<file path="config.mk">
export PLATFORM = sky130hd
export DESIGN_NAME = ptw_mlvl
export DESIGN_NICKNAME = d
export VERILOG_FILES = /design/src/rtl/ptw_mlvl.sv
export SDC_FILE = /design/constraint.sdc
export NUM_CORES = 1
export LEC_CHECK = 0
export CORE_UTILIZATION = 40
export CTS_CLUSTER_SIZE = 10
export DETAILED_ROUTE_END_ITERATION = 10
export GPL_TIMING_DRIVEN = 0
export PLACE_DENSITY_LB_ADDON = 0.2
export SYNTH_ARGS = -nofsm -noshare
export SYNTH_HDL_FRONTEND = slang
export SYNTH_SLANG_ARGS = --single-unit
</file>
<file path="constraint.sdc">
create_clock -name clk -period 4.2 [get_ports clk]
set_input_delay 0.42 -clock clk [delete_from_list [all_inputs] [get_ports clk]]
set_output_delay 0.42 -clock clk [all_outputs]
set_load 0.02 [all_outputs]
</file>
<file path="src/rtl/ptw_mlvl.sv">
// Parametrised multi-level page table walker between the TLB miss path and memory.
// Optional single-entry last-level table cache enabled by defining PTW_PDE_CACHE_EN.
module ptw_mlvl #(
  parameter int XLEN      = 32,
  parameter int LEVELS    = 2,
  parameter int VPN_BITS  = 10,
  parameter int PAGE_BITS = 12,
  parameter int PTE_BYTES = 4,
  parameter int LVL_W     = (LEVELS > 1) ? $clog2(LEVELS) : 1
) (
  input  logic             clk,
  input  logic             rst,
  input  logic             ptw_req_valid_i,
  output logic             ptw_req_ready_o,
  input  logic [XLEN-1:0]  ptw_vaddr_i,
  input  logic [XLEN-1:0]  ptw_root_i,
  input  logic             ptw_flush_i,
  output logic             ptw_resp_valid_o,
  input  logic             ptw_resp_ready_i,
  output logic [XLEN-1:0]  ptw_pte_o,
  output logic [LVL_W-1:0] ptw_level_o,
  output logic             ptw_fault_o,
  output logic             mem_req_valid_o,
  input  logic             mem_req_ready_i,
  output logic [XLEN-1:0]  mem_addr_o,
  input  logic             mem_resp_valid_i,
  output logic             mem_resp_ready_o,
  input  logic [XLEN-1:0]  mem_data_i
);

  localparam int PTE_SHIFT = $clog2(PTE_BYTES);
  localparam logic [XLEN-1:0] ONE      = {{(XLEN-1){1'b0}}, 1'b1};
  localparam logic [XLEN-1:0] VPN_MASK = (ONE << VPN_BITS) - ONE;
  localparam logic [LVL_W-1:0] TOP_LVL = LVL_W'(LEVELS - 1);

  typedef enum logic [1:0] {
    S_IDLE,
    S_MREQ,
    S_MWAIT,
    S_RESP
  } state_t;

  state_t            state_q, state_d;
  logic [XLEN-1:0]   vaddr_q, vaddr_d;
  logic [XLEN-1:0]   base_q, base_d;
  logic [LVL_W-1:0]  lvl_q, lvl_d;
  logic [XLEN-1:0]   pte_q, pte_d;
  logic [LVL_W-1:0]  level_q, level_d;
  logic              fault_q, fault_d;

  logic              pte_v, pte_r, pte_w, pte_x;
  logic              pte_bad, pte_leaf, pte_misaligned;
  logic [XLEN-1:0]   next_base;

  // VPN field of the given level, selected with constant shifts only.
  function automatic logic [XLEN-1:0] vpn_of(input logic [XLEN-1:0] va,
                                             input logic [LVL_W-1:0] l);
    logic [XLEN-1:0] r;
    r = '0;
    for (int i = 0; i < LEVELS; i++) begin
      if (l == LVL_W'(i)) r = (va >> (PAGE_BITS + i * VPN_BITS)) & VPN_MASK;
    end
    return r;
  endfunction

  // PPN bits that must be zero for a leaf found at level l to be a legal superpage.
  function automatic logic [XLEN-1:0] super_mask(input logic [LVL_W-1:0] l);
    logic [XLEN-1:0] m;
    m = '0;
    for (int i = 0; i < LEVELS; i++) begin
      if (l == LVL_W'(i)) m = (ONE << (i * VPN_BITS)) - ONE;
    end
    return m;
  endfunction

  function automatic logic [XLEN-1:0] tag_of(input logic [XLEN-1:0] va);
    return va >> (PAGE_BITS + VPN_BITS);
  endfunction

  assign pte_v          = mem_data_i[0];
  assign pte_r          = mem_data_i[1];
  assign pte_w          = mem_data_i[2];
  assign pte_x          = mem_data_i[3];
  assign pte_bad        = !pte_v || (pte_w && !pte_r);
  assign pte_leaf       = pte_r || pte_x;
  assign pte_misaligned = ((mem_data_i >> PAGE_BITS) & super_mask(lvl_q)) != '0;
  assign next_base      = {mem_data_i[XLEN-1:PAGE_BITS], {PAGE_BITS{1'b0}}};

`ifdef PTW_PDE_CACHE_EN
  logic              cache_valid_q, cache_valid_d;
  logic [XLEN-1:0]   cache_tag_q, cache_tag_d;
  logic [XLEN-1:0]   cache_root_q, cache_root_d;
  logic [XLEN-1:0]   cache_base_q, cache_base_d;
  logic [XLEN-1:0]   root_q, root_d;
  logic              cache_hit;

  assign cache_hit = cache_valid_q && (tag_of(ptw_vaddr_i) == cache_tag_q) &&
                     (ptw_root_i == cache_root_q);
`endif

  always_comb begin
    state_d          = state_q;
    vaddr_d          = vaddr_q;
    base_d           = base_q;
    lvl_d            = lvl_q;
    pte_d            = pte_q;
    level_d          = level_q;
    fault_d          = fault_q;
    ptw_req_ready_o  = 1'b0;
    mem_req_valid_o  = 1'b0;
    mem_resp_ready_o = 1'b0;
    ptw_resp_valid_o = 1'b0;
`ifdef PTW_PDE_CACHE_EN
    cache_valid_d    = cache_valid_q;
    cache_tag_d      = cache_tag_q;
    cache_root_d     = cache_root_q;
    cache_base_d     = cache_base_q;
    root_d           = root_q;
`endif

    unique case (state_q)
      S_IDLE: begin
        ptw_req_ready_o = 1'b1;
`ifdef PTW_PDE_CACHE_EN
        // A flush coinciding with a request wins, so that request cannot hit.
        if (ptw_flush_i) cache_valid_d = 1'b0;
`endif
        if (ptw_req_valid_i) begin
          vaddr_d = ptw_vaddr_i;
          base_d  = ptw_root_i;
          lvl_d   = TOP_LVL;
          state_d = S_MREQ;
`ifdef PTW_PDE_CACHE_EN
          root_d  = ptw_root_i;
          if (cache_hit && !ptw_flush_i) begin
            base_d = cache_base_q;
            lvl_d  = '0;
          end
`endif
        end
      end

      S_MREQ: begin
        mem_req_valid_o = 1'b1;
        if (mem_req_ready_i) state_d = S_MWAIT;
      end

      S_MWAIT: begin
        mem_resp_ready_o = 1'b1;
        if (mem_resp_valid_i) begin
          if (pte_bad) begin
            fault_d = 1'b1;
            pte_d   = '0;
            level_d = lvl_q;
            state_d = S_RESP;
          end else if (pte_leaf) begin
            fault_d = pte_misaligned;
            pte_d   = mem_data_i;
            level_d = lvl_q;
            state_d = S_RESP;
          end else if (lvl_q == '0) begin
            fault_d = 1'b1;
            pte_d   = mem_data_i;
            level_d = lvl_q;
            state_d = S_RESP;
          end else begin
            base_d  = next_base;
            lvl_d   = lvl_q - LVL_W'(1);
            state_d = S_MREQ;
`ifdef PTW_PDE_CACHE_EN
            if (lvl_q == LVL_W'(1)) begin
              cache_valid_d = 1'b1;
              cache_tag_d   = tag_of(vaddr_q);
              cache_root_d  = root_q;
              cache_base_d  = next_base;
            end
`endif
          end
        end
      end

      S_RESP: begin
        ptw_resp_valid_o = 1'b1;
        if (ptw_resp_ready_i) state_d = S_IDLE;
      end

      default: state_d = S_IDLE;
    endcase
  end

  always_ff @(posedge clk) begin
    if (rst) begin
      state_q <= S_IDLE;
      vaddr_q <= '0;
      base_q  <= '0;
      lvl_q   <= '0;
      pte_q   <= '0;
      level_q <= '0;
      fault_q <= 1'b0;
    end else begin
      state_q <= state_d;
      vaddr_q <= vaddr_d;
      base_q  <= base_d;
      lvl_q   <= lvl_d;
      pte_q   <= pte_d;
      level_q <= level_d;
      fault_q <= fault_d;
    end
  end

`ifdef PTW_PDE_CACHE_EN
  always_ff @(posedge clk) begin
    if (rst) begin
      cache_valid_q <= 1'b0;
      cache_tag_q   <= '0;
      cache_root_q  <= '0;
      cache_base_q  <= '0;
      root_q        <= '0;
    end else begin
      cache_valid_q <= cache_valid_d;
      cache_tag_q   <= cache_tag_d;
      cache_root_q  <= cache_root_d;
      cache_base_q  <= cache_base_d;
      root_q        <= root_d;
    end
  end
`endif

  // Address is only driven while a request is outstanding so it reads 0 otherwise.
  assign mem_addr_o  = (state_q == S_MREQ) ?
                       base_q + (vpn_of(vaddr_q, lvl_q) << PTE_SHIFT) : '0;
  assign ptw_pte_o   = pte_q;
  assign ptw_level_o = level_q;
  assign ptw_fault_o = fault_q;

  logic unused_bits;
  assign unused_bits = ^{ptw_flush_i, vaddr_q};

endmodule

</file>
==> reports/results.txt <==
routability cong.: 0.8725
Slew Limit Fails: 0
DR vias: 4,579
Die X: 108.5 µm
nets@finish: 831
Worst Setup SP: lvl_q
Pleak: 2.502 nW
post-layout util: 0.6088
clk root buf: clkbuf_16
Post-DP HPWL: 10,780 µm
Tightest Pin Transition: 583.1 ps
Reg2Reg Capture Point: ptw_pte_o[28]
CP Class: flop to output port
grt ovf: 0
arrival time worst endpoint: 3660 ps
Synth top area share: 0.3926
leading cell types in the layout, fill and taps excluded: clkdlybuf4s50_1 (153), nor2_1 (96), dfxtp_1 (88)
R2R depth: 8
cells after synthesis: 545
R2R Setup Slk: 2320 ps
Hold Vio Cnt, Final: 0
Die H: 108.5 µm
DRC Markers: 0
CTS Buf Count: 9
top achievable clock speed: 0.2449 GHz
Hold Path Origin: vaddr_q[31]
vias in the first global route: 4,611
syn nets: 659
Finished Cell Area: 6658 µm²
minimum clock period: 4084 ps
nature of the critical path endpoint: output port
I/O pins: 173
Worst-Skew Late Latency: 350 ps
most common cell after layout, fill and taps aside: clkdlybuf4s50_1
critical path peak fanout: 9
Worst Hold Class: flop to flop
syn avg cell area: 8.327 µm²
first drt pass iteration count: 4
CTS sink count: 89
clock buffer depth: 2
Clock Skews: 4.447 ps
Final period util: 0.9724
RSZ-0062 raised after global routing: false
max cap viols: 0
library cells used by synthesis: 52
top_reg_cell synth: dfxtp_1
Seq/Total Area, Yosys: 0.3926
hold endpoint: vaddr_q[31]
critical path required time: 3780 ps
routed vias/inst: 5.312
final setup violating endpoints: 0
die area: 11,780 µm²
layout cells sized above 1: 0.08310
area delta synth->final: 46.71%
first-iteration detailed-routing DRC count: 221
Routed Antenna Nets: 0
PwrDens: 340.7 nW/µm²
Clock Pin Slew Worst Setup and Hold Paths: 70 ps
row count: 38
Syn. warnings: 0
worst-case vdd ir drop: 314.0 µV
run status: finished, final reports clean
largest net degree at the start of global routing: 18
main area contributors after synthesis: dfxtp_1 (39%), nor2_1 (7.9%), a22oi_1 (6.9%)
Post-synth ARST share: 0
Post-synth EDFFs: 0
antenna violations before repair: 0
hold path depth: 2
r2r startpoint: state_q[0]
Area after DPL: 6295 µm²
IO Port Bufs: 158
worst relative slew slack: 0.6113
All-Layer GR Usage: 0.2420
H-tree depth: 3
routed len/inst: 16.01 µm
global-route wire length before repair: 22,030 µm
Core Area: 10,940 µm²
Yosys reg bits: 89
Mapped Area: 4538 µm²
diode count: 0
CP Launch Type: flop
initial core utilization: 0.4150
area leader, netlist: dfxtp_1
final wirelength: 13,800 µm
CTS tree: built
[cells in the mapped netlist (2+ instances only)]
cell type,count
a21o_1,4
nor4_1,2
nor3_1,10
nor2b_1,6
o21a_1,2
a22oi_1,42
buf_4,5
nand2_1,55
nand3_1,6
inv_1,10
nor2_1,96
or3_1,7
o21ai_2,2
buf_2,9
o31ai_1,2
nand4_1,3
ha_1,10
nand2b_1,3
dfxtp_1,89
clkbuf_1,21
and2_1,5
xnor2_1,7
o2111ai_1,3
mux2i_1,21
a211oi_1,23
o211ai_1,3
xor2_1,8
and3_1,5
a21oi_1,39
o21ai_0,16
mux2_2,9
nor4b_2,2
[cell families (layout without fill, tap and decap cells)]
kind of cell / Yosys count / in the layout / synth area share
AND/OR/NAND/NOR: 208 / 208 / 0.2134
AO/OA/AOI/OAI: 144 / 144 / 0.2164
flip-flops: 89 / 89 / 0.3926
buffers and inverters: 48 / 225 / 0.04797
multiplexers: 30 / 30 / 0.06865
XOR/XNOR: 15 / 15 / 0.02895
adder cells (fa/ha/maj): 11 / 11 / 0.03198
[where the power goes]
group / leakage (nW) / total, mW / switching (mW) / internal [mW]
Sequential: 0.727 / 0.948 / 0.0524 / 0.896
Combinational: 1.63 / 0.477 / 0.249 / 0.228
Clock: 0.150 / 0.843 / 0.371 / 0.472
Total: 2.50 / 2.27 / 0.672 / 1.60
[final cells by class]
cell class,instances,area [µm²]
fill,1003,4278
multi-input combinational,408,2547
sequential,89,1783
timing repair buffer,162,1624
clock buffer,9,225.2
buffer,36,176.4
tap,140,175.2
clock inverter,7,85.08
inverter,11,41.29
[layer usage]
metal | GRT usage | up-vias | share of wire
met5 | 0 | - | 0
met4 | 0.08398 | 0 | 0.023
met3 | 0.06751 | 26 | 0.068
met2 | 0.4100 | 139 | 0.48
met1 | 0.2923 | 2140 | 0.43
li1 | - | 2274 | -
[timing repair]
action,4_1_cts,5_1_grt
gates cloned,0,0
buffers inserted,3,1
pin swaps,2,1
resized for setup,4,6
setup endpoints to repair,25,9
endpoints found under the hold margin,0,0
hold buffers,0,0
[worst max-delay path, cell delays in order (launching register included)]
cell and delay [ps]:
dfxtp_2 430, mux2_2 190, ha_1 220, inv_1 70, fa_1 370, and2b_1 240
o21ai_2 90, a211oi_4 360, o21ai_4 150, or3_1 370, a21oi_1 180, clkdlybuf4s50_1 630
[sequential cells by signal (all words and copies together), names as in the netlist]
name / flops
base_q: 32
lvl_q: 1
ptw_fault_o: 1
ptw_level_o: 1
ptw_pte_o: 32
state_q: 2
vaddr_q: 20
[stage by stage]
| stage | hold WS (ps) | setup WS (ps) | power, mW | std cells | setup TNS [ps] |
|---|---|---|---|---|---|
| after floorplan | 432.9 | 764.2 | 1.218 | 545 | 0 |
| after global placement | 441.0 | -174.5 | 1.427 | 843 | -1322 |
| after detailed placement | 446.6 | -278.8 | 1.440 | 843 | -2464 |
| after CTS | 455.4 | 12.76 | 2.282 | 861 | 0 |
| after global routing | 476.2 | 17.57 | 2.364 | 862 | 0 |
| final | 451.1 | 115.9 | 2.268 | 862 | 0 |
[how the worst max path moves through the flow]
stage                          end  slack, ps  cells past startpoint
floorplan           mem_addr_o[21]        760                     10
finish              mem_addr_o[22]        120                     11
global placement    mem_addr_o[15]       -170                     12
detailed placement  mem_addr_o[15]       -280                     12
global route        mem_addr_o[24]         20                     11
CTS                 mem_addr_o[15]         10                     10
Power figures use the tool's default switching activity.
